**src/rtl/tx_packet_scheduler.sv**
```systemverilog
// Two-source round-robin packet scheduler for the serial transmitter.
// Each granted packet goes out as a command frame followed by a value frame.
module tx_packet_scheduler #(
  parameter int unsigned FRAME_CYCLES = 12
) (
  input  logic       clk_115200hz,
  input  logic       reset,
  input  logic       req_a,
  input  logic [7:0] cmd_a,
  input  logic [7:0] val_a,
  output logic       ack_a,
  input  logic       req_b,
  input  logic [7:0] cmd_b,
  input  logic [7:0] val_b,
  output logic       ack_b,
  output logic       tx_start,
  output logic [7:0] tx_data,
  output logic       busy,
  output logic [7:0] pkt_count
);

  // Handshake: a source raises req_x with cmd_x/val_x valid and holds them
  // until the one-cycle ack_x pulse; the bytes are captured on that same edge.

  typedef enum logic [1:0] {IDLE, SEND, WAIT} state_t;

  // SEND consumes one cycle of the frame and the zero-count edge another.
  localparam logic [7:0] RELOAD = 8'(FRAME_CYCLES - 2);

  state_t     state_q, state_d;
  logic       ptr_q, ptr_d;
  logic [7:0] cnt_q, cnt_d;
  logic       byte_idx_q, byte_idx_d;
  logic [7:0] cmd_q, cmd_d;
  logic [7:0] val_q, val_d;
  logic       ack_a_q, ack_a_d;
  logic       ack_b_q, ack_b_d;
  logic       tx_start_q, tx_start_d;
  logic [7:0] tx_data_q, tx_data_d;
  logic       busy_q, busy_d;
  logic [7:0] pkt_count_q, pkt_count_d;
  logic       grant_b;

  always_comb begin
    state_d     = state_q;
    ptr_d       = ptr_q;
    cnt_d       = cnt_q;
    byte_idx_d  = byte_idx_q;
    cmd_d       = cmd_q;
    val_d       = val_q;
    ack_a_d     = 1'b0;
    ack_b_d     = 1'b0;
    tx_start_d  = 1'b0;
    tx_data_d   = tx_data_q;
    busy_d      = busy_q;
    pkt_count_d = pkt_count_q;
    grant_b     = 1'b0;

    case (state_q)
      IDLE: begin
        if (req_a || req_b) begin
          // ptr_q=1 means B holds priority when both sources request.
          grant_b    = req_b && (!req_a || ptr_q);
          cmd_d      = grant_b ? cmd_b : cmd_a;
          val_d      = grant_b ? val_b : val_a;
          ack_a_d    = !grant_b;
          ack_b_d    = grant_b;
          tx_start_d = 1'b1;
          tx_data_d  = grant_b ? cmd_b : cmd_a;
          busy_d     = 1'b1;
          byte_idx_d = 1'b0;
          cnt_d      = RELOAD;
          ptr_d      = !grant_b;
          state_d    = SEND;
        end
      end
      SEND: state_d = WAIT;
      WAIT: begin
        if (cnt_q == 8'd0) begin
          if (!byte_idx_q) begin
            tx_start_d = 1'b1;
            tx_data_d  = val_q;
            byte_idx_d = 1'b1;
            cnt_d      = RELOAD;
            state_d    = SEND;
          end else begin
            busy_d      = 1'b0;
            pkt_count_d = pkt_count_q + 8'd1;
            state_d     = IDLE;
          end
        end else begin
          cnt_d = cnt_q - 8'd1;
        end
      end
      default: state_d = IDLE;
    endcase
  end

  always_ff @(posedge clk_115200hz or posedge reset) begin
    if (reset) begin
      state_q     <= IDLE;
      ptr_q       <= 1'b0;
      cnt_q       <= 8'd0;
      byte_idx_q  <= 1'b0;
      cmd_q       <= 8'd0;
      val_q       <= 8'd0;
      ack_a_q     <= 1'b0;
      ack_b_q     <= 1'b0;
      tx_start_q  <= 1'b0;
      tx_data_q   <= 8'd0;
      busy_q      <= 1'b0;
      pkt_count_q <= 8'd0;
    end else begin
      state_q     <= state_d;
      ptr_q       <= ptr_d;
      cnt_q       <= cnt_d;
      byte_idx_q  <= byte_idx_d;
      cmd_q       <= cmd_d;
      val_q       <= val_d;
      ack_a_q     <= ack_a_d;
      ack_b_q     <= ack_b_d;
      tx_start_q  <= tx_start_d;
      tx_data_q   <= tx_data_d;
      busy_q      <= busy_d;
      pkt_count_q <= pkt_count_d;
    end
  end

  assign ack_a     = ack_a_q;
  assign ack_b     = ack_b_q;
  assign tx_start  = tx_start_q;
  assign tx_data   = tx_data_q;
  assign busy      = busy_q;
  assign pkt_count = pkt_count_q;

endmodule

```
**config.mk**
```make
export PLATFORM = sky130hd
export DESIGN_NAME = tx_packet_scheduler
export DESIGN_NICKNAME = d
export VERILOG_FILES = /design/src/rtl/tx_packet_scheduler.sv
export SDC_FILE = /design/constraint.sdc
export NUM_CORES = 1
export LEC_CHECK = 0
export ABC_AREA = 1
export BUFFER_PORTS_ARGS = -buffer_cell sky130_fd_sc_hd__buf_2
export CORE_ASPECT_RATIO = 1.25
export CORE_MARGIN = 1
export CORE_UTILIZATION = 57
export CTS_CLUSTER_SIZE = 8
export DETAILED_ROUTE_END_ITERATION = 16
export PLACE_DENSITY_LB_ADDON = 0.25
export SLEW_MARGIN = 20
export SYNTH_ARGS = -nofsm -noshare
export SYNTH_HDL_FRONTEND = slang
export SYNTH_SLANG_ARGS = --single-unit
```
**constraint.sdc**
```tcl
create_clock -name clk_115200hz -period 2.41 [get_ports clk_115200hz]
set_clock_uncertainty 0.15 [all_clocks]
set_input_delay 0.241 -clock clk_115200hz [delete_from_list [all_inputs] [get_ports clk_115200hz]]
set_output_delay 0.241 -clock clk_115200hz [all_outputs]
set_load 0.005 [all_outputs]
```
[Yosys cells after proc, flatten, opt, wreduce, memory -nomap -nowiden]
Index checks and enable logic that the tools add are counted.
Storage, ports and cells
  register bits after elaboration: 40
  bits in latches: 0
  bits in writable memories: 0
  ROM bits: 0
  bits of input ports: 36
  output and inout bits: 20
  word-level logic and storage cells: 64
  memories: 0
Cells by class
  add/subtract/negate cells: 2
  multiply operators: 0
  divide/modulo/power cells: 0
  magnitude comparators: 0
  equality and inequality tests: 7
  shifts and indexed selects: 0
  muxes and demuxes: 29
  bitwise logic cells: 0
  reduce and logical (&&, ||, !) cells: 15
Operator list (count)
  $mux W8: 8
  $pmux W8 S2: 2
  $mux W1: 13
  $reduce_and A3 Y1: 3
  $add A8 B1 Y8 const B: 1
  $logic_not A8 Y1: 1
  $ne A2 B2 Y1 const B: 4
  $reduce_and A4 Y1: 2
  $sub A8 B1 Y8 const B: 1
  $pmux W1 S2: 3
  $pmux W2 S3: 1
  $mux W2: 2
  $reduce_and A2 Y1: 2
  $ne A3 B3 Y1 const B: 1
  $eq A2 B1 Y1 const B: 1
  $eq A2 B2 Y1 const B: 1
  $logic_not A1 Y1: 2
  $logic_not A2 Y1: 1
  $logic_or A1 B1 Y1: 2
  $reduce_bool A2 Y1: 1
  $logic_and A1 B1 Y1: 1

[Longest topological paths before layout]
  word-level depth: 6
  mapped depth: 10
  depth with buffers taken out: 9

[Least setup slack after synthesis]
OpenSTA, ideal clock, no wires.
  kind: register -> register
  start: register cnt_q[0]
  end: register tx_data_q[0], in the netlist tx_data[0]
  library setup time: 0.116 ns
  data arrival time: 1.342 ns
  data required time: 2.144 ns
  setup slack: 0.802 ns
  cell stages (with the launch flop): 10
  path buffers: 0
  period minus slack after synthesis: 1.608 ns
  cells stage by stage: dfrtp_1 > inv_1 > ha_1 > nand2_2 > nor2_4 > nand2_2 > nand2_4 > inv_6 > nand2_1 > nand2_1
Between the ends
  cells in the longest elaborated chain, start to end: 3
Ends and longest elaborated chain
  start: declaration: RTL line 32  | logic [7:0] cnt_q, cnt_d;
  start signal: assignment: RTL line 116  | cnt_q <= cnt_d;
  $logic_not A8 Y1: RTL line 79  | if (cnt_q == 8'd0) begin
  $ne A2 B2 Y1 (no source line)
  $reduce_and A4 Y1 (no source line)
  end signal: assignment: RTL line 123  | tx_data_q <= tx_data_d;
  end: declaration: RTL line 39  | logic [7:0] tx_data_q, tx_data_d;
No other way between the ends.
A chain may end at the register's enable or synchronous reset.

[Final worst setup path]
  start: register cnt_q[0]
  end: register busy_q, in the netlist busy
Between the ends
  cells in the longest elaborated chain, start to end: 3
Ends and longest elaborated chain
  $logic_not A8 Y1: RTL line 79
  $ne A2 B2 Y1 (no source line)
  $reduce_and A4 Y1 (no source line)
  end signal: assignment: RTL line 124  | busy_q <= busy_d;
  end: declaration: RTL line 40  | logic busy_q, busy_d;
No other way between the ends.

==> metrics <==
power per cell area=465 nW/um2; sort of element at the end of the critical path=flop; Peak Freq=543 MHz; synthesized instance count=303; count of buffers inserted at the top-level ports=55; HPWL reported at the end of detailed placement=3.52 mm; RSZ-0062 raised after global routing=false; leakage=1.45 nW; Setup Slack @ Placement=0.643 ns; Slew Viols, Final=0; Final WS setup=0.567 ns; overflow left after global routing=0; largest fanout on the critical path=6; number of antenna violations at the first check in global routing=0; number of clock sinks=40; worst reg-to-reg path cell count=7; overall power after layout=1.22 mW; average instance area after synthesis=7.32 um2; clock transition at the registers of the reported paths=0.08 ns; Core Region=3750 um2; Cell Area, Synth=2220 um2; number of nets at the end of the flow=401; slew at the pin closest to its max-slew limit=0.522 ns; # DRC=1; drt total wl=4.84 mm; Starting Density=0.591; Slew HR=0.652; fraction of final layout cells sized beyond drive strength 1=0.220; average vias per placed instance=5.20; Clock Latency Late Sink=0.29 ns; post-cts gate resize count=0; drt first-iter violations=139; diode count=0; post-synthesis cell type count=25; largest net degree at the start of global routing=41; residual antenna-violating net count after detailed routing=0; die area=4150 um2; number of ports placed on the die boundary=56; root cell of the clock tree=sky130_fd_sc_hd__clkbuf_8; class of the most critical setup path=flop to flop; iteration count of the initial detailed-routing pass=10; status=finished, violations left; global placer's final weighted congestion=0.855; register bit count reported by yosys=40; buffer levels on the longest clock path=2; Final Hold Violating Endpoints=0; post-synthesis net count=341; routed length per instance=12.0 um; critical path launch point type=flop; wire length of the first global-routing pass=8.27 mm; TritonCTS buffer count=5; Max-Cap Viols=0; Fin Setup TNS=0 ns; worst min-delay path class=input port to flop; all-layer global routing usage=0.256; layout overhead on the synthesized area=18.2%; clock period minus final worst setup slack=1.84 ns; Max H-tree Level=2; Warnings, synthesis=0; Crit path required time=2.43 ns; final worst-path cycle share=0.765; hold_buf cts=1; sequential element share of the synthesized area=0.451; worst vdd rail ir drop=0.000335 V; std cell rows=25; data arrival at the endpoint of the critical path=1.86 ns; vias in the first global route=2047; via total after detailed routing=2095; post-CTS repair timing setup buffer count=0; Die Y=71.8 um; number of cells traversed by the worst hold path=3; count of endpoints failing setup in the final report=0; violations in the final reports=DRC; overall die width=57.8 um; TritonCTS clock tree=built
==> metal layers <==
metal / vias to the layer above / track usage / wire, um
li1: 1056 / - / -
met1: 958 / 0.290 / 2020
met2: 71 / 0.466 / 2500
met3: 10 / 0.0469 / 220
met4: 0 / 0.103 / 96
met5: - / 0 / 0
==> worst paths after layout <==
kind	start	endpoint	slack, ns
max	cnt_q[0]	busy	0.57
min	val_a[1]	val_q[1]	0.06
max reg2reg	cnt_q[0]	busy	0.57
min reg2reg	tx_data[3]	tx_data[3]	0.32
max in group asynchronous	reset	tx_data[1]	1.27
min in group asynchronous	reset	pkt_count[3]	0.48
==> sequential cells by signal (all words and copies together) (netlist names) <==
signal      cells
state_q         2
ack_a           1
byte_idx_q      1
ptr_q           1
ack_b           1
tx_data         8
busy            1
tx_start        1
pkt_count       8
val_q           8
cnt_q           8
==> logic make-up after synthesis <==
logic type,count (synthesis),share of synthesized area
AOI/OAI and AO/OA,31,0.0699
xor gates and xnor gates,6,0.0237
buffers and inverters,48,0.0902
and+or+nand+nor,176,0.354
DFF,40,0.451
adders and majority gates,2,0.0113
==> cell usage in the layout (no fill, tap or decap), types with 2 or more instances in the layout <==
cell type and instances:
sky130_fd_sc_hd__nor2_2 2, sky130_fd_sc_hd__buf_4 3, sky130_fd_sc_hd__buf_2 55, sky130_fd_sc_hd__nand3_1 16, sky130_fd_sc_hd__o21ai_1 9, sky130_fd_sc_hd__nand4_1 5, sky130_fd_sc_hd__inv_2 2, sky130_fd_sc_hd__o21ai_0 21
sky130_fd_sc_hd__nand2_1 112, sky130_fd_sc_hd__inv_1 38, sky130_fd_sc_hd__ha_1 2, sky130_fd_sc_hd__nor2_1 21, sky130_fd_sc_hd__dfrtp_1 40, sky130_fd_sc_hd__xor2_1 5, sky130_fd_sc_hd__nand3b_1 9, sky130_fd_sc_hd__nand2_2 6
sky130_fd_sc_hd__clkbuf_8 5, sky130_fd_sc_hd__nor2_4 2
==> worst max-delay path: stages, from the launching register on <==
cell                      delay, ns
sky130_fd_sc_hd__dfrtp_1       0.39
sky130_fd_sc_hd__inv_1         0.11
sky130_fd_sc_hd__ha_1          0.29
sky130_fd_sc_hd__nand2_2       0.13
sky130_fd_sc_hd__o21ai_0       0.38
sky130_fd_sc_hd__nand3_1       0.13
sky130_fd_sc_hd__nand2_1       0.10
sky130_fd_sc_hd__nand2_1       0.05
==> through the flow <==
stage / hold WS [ns] / cell area [um2] / util / cells
final: 0.0558 / 2620 / 0.698 / 403
after global routing: 0.0629 / 2620 / 0.698 / 403
after CTS: 0.0524 / 2620 / 0.698 / 403
after detailed placement: 0.242 / 2530 / 0.675 / 395
after global placement: 0.237 / 2530 / 0.675 / 395
after floorplan: 0.261 / 2220 / - / 303
==> cell usage after synthesis (all sizes together) <==
library cell    n  area [um2]
ha              2        25.0
clkbuf          1        5.00
dfrtp          40        1000
xor2            5        43.8
nor3            1        5.00
a21oi           1        5.00
clkinv          1        8.76
buf             5        27.5
nand3b          9        67.6
xnor2           1        8.76
nand3          17        97.6
inv            41         159
nand4           5        31.3
nand2         119         469
o21ai          30         150
nor2           25         114
==> cell type report <==
| cell class | instances | area (um2) |
|---|---|---|
| Tap cell | 40 | 50.0 |
| Clock inverter | 1 | 5.00 |
| Multi-Input combinational cell | 215 | 1020 |
| Clock buffer | 6 | 72.6 |
| Inverter | 42 | 168 |
| Timing Repair Buffer | 59 | 308 |
| Fill cell | 328 | 1130 |
| Sequential cell | 40 | 1000 |
==> power breakdown <==
group | switching (mW) | leakage, nW | internal, mW
clock network | 0.227 | 0.0410 | 0.197
logic | 0.0577 | 0.942 | 0.0444
registers | 0.00726 | 0.465 | 0.684
Note: power is estimated with default switching activity, not from simulation.
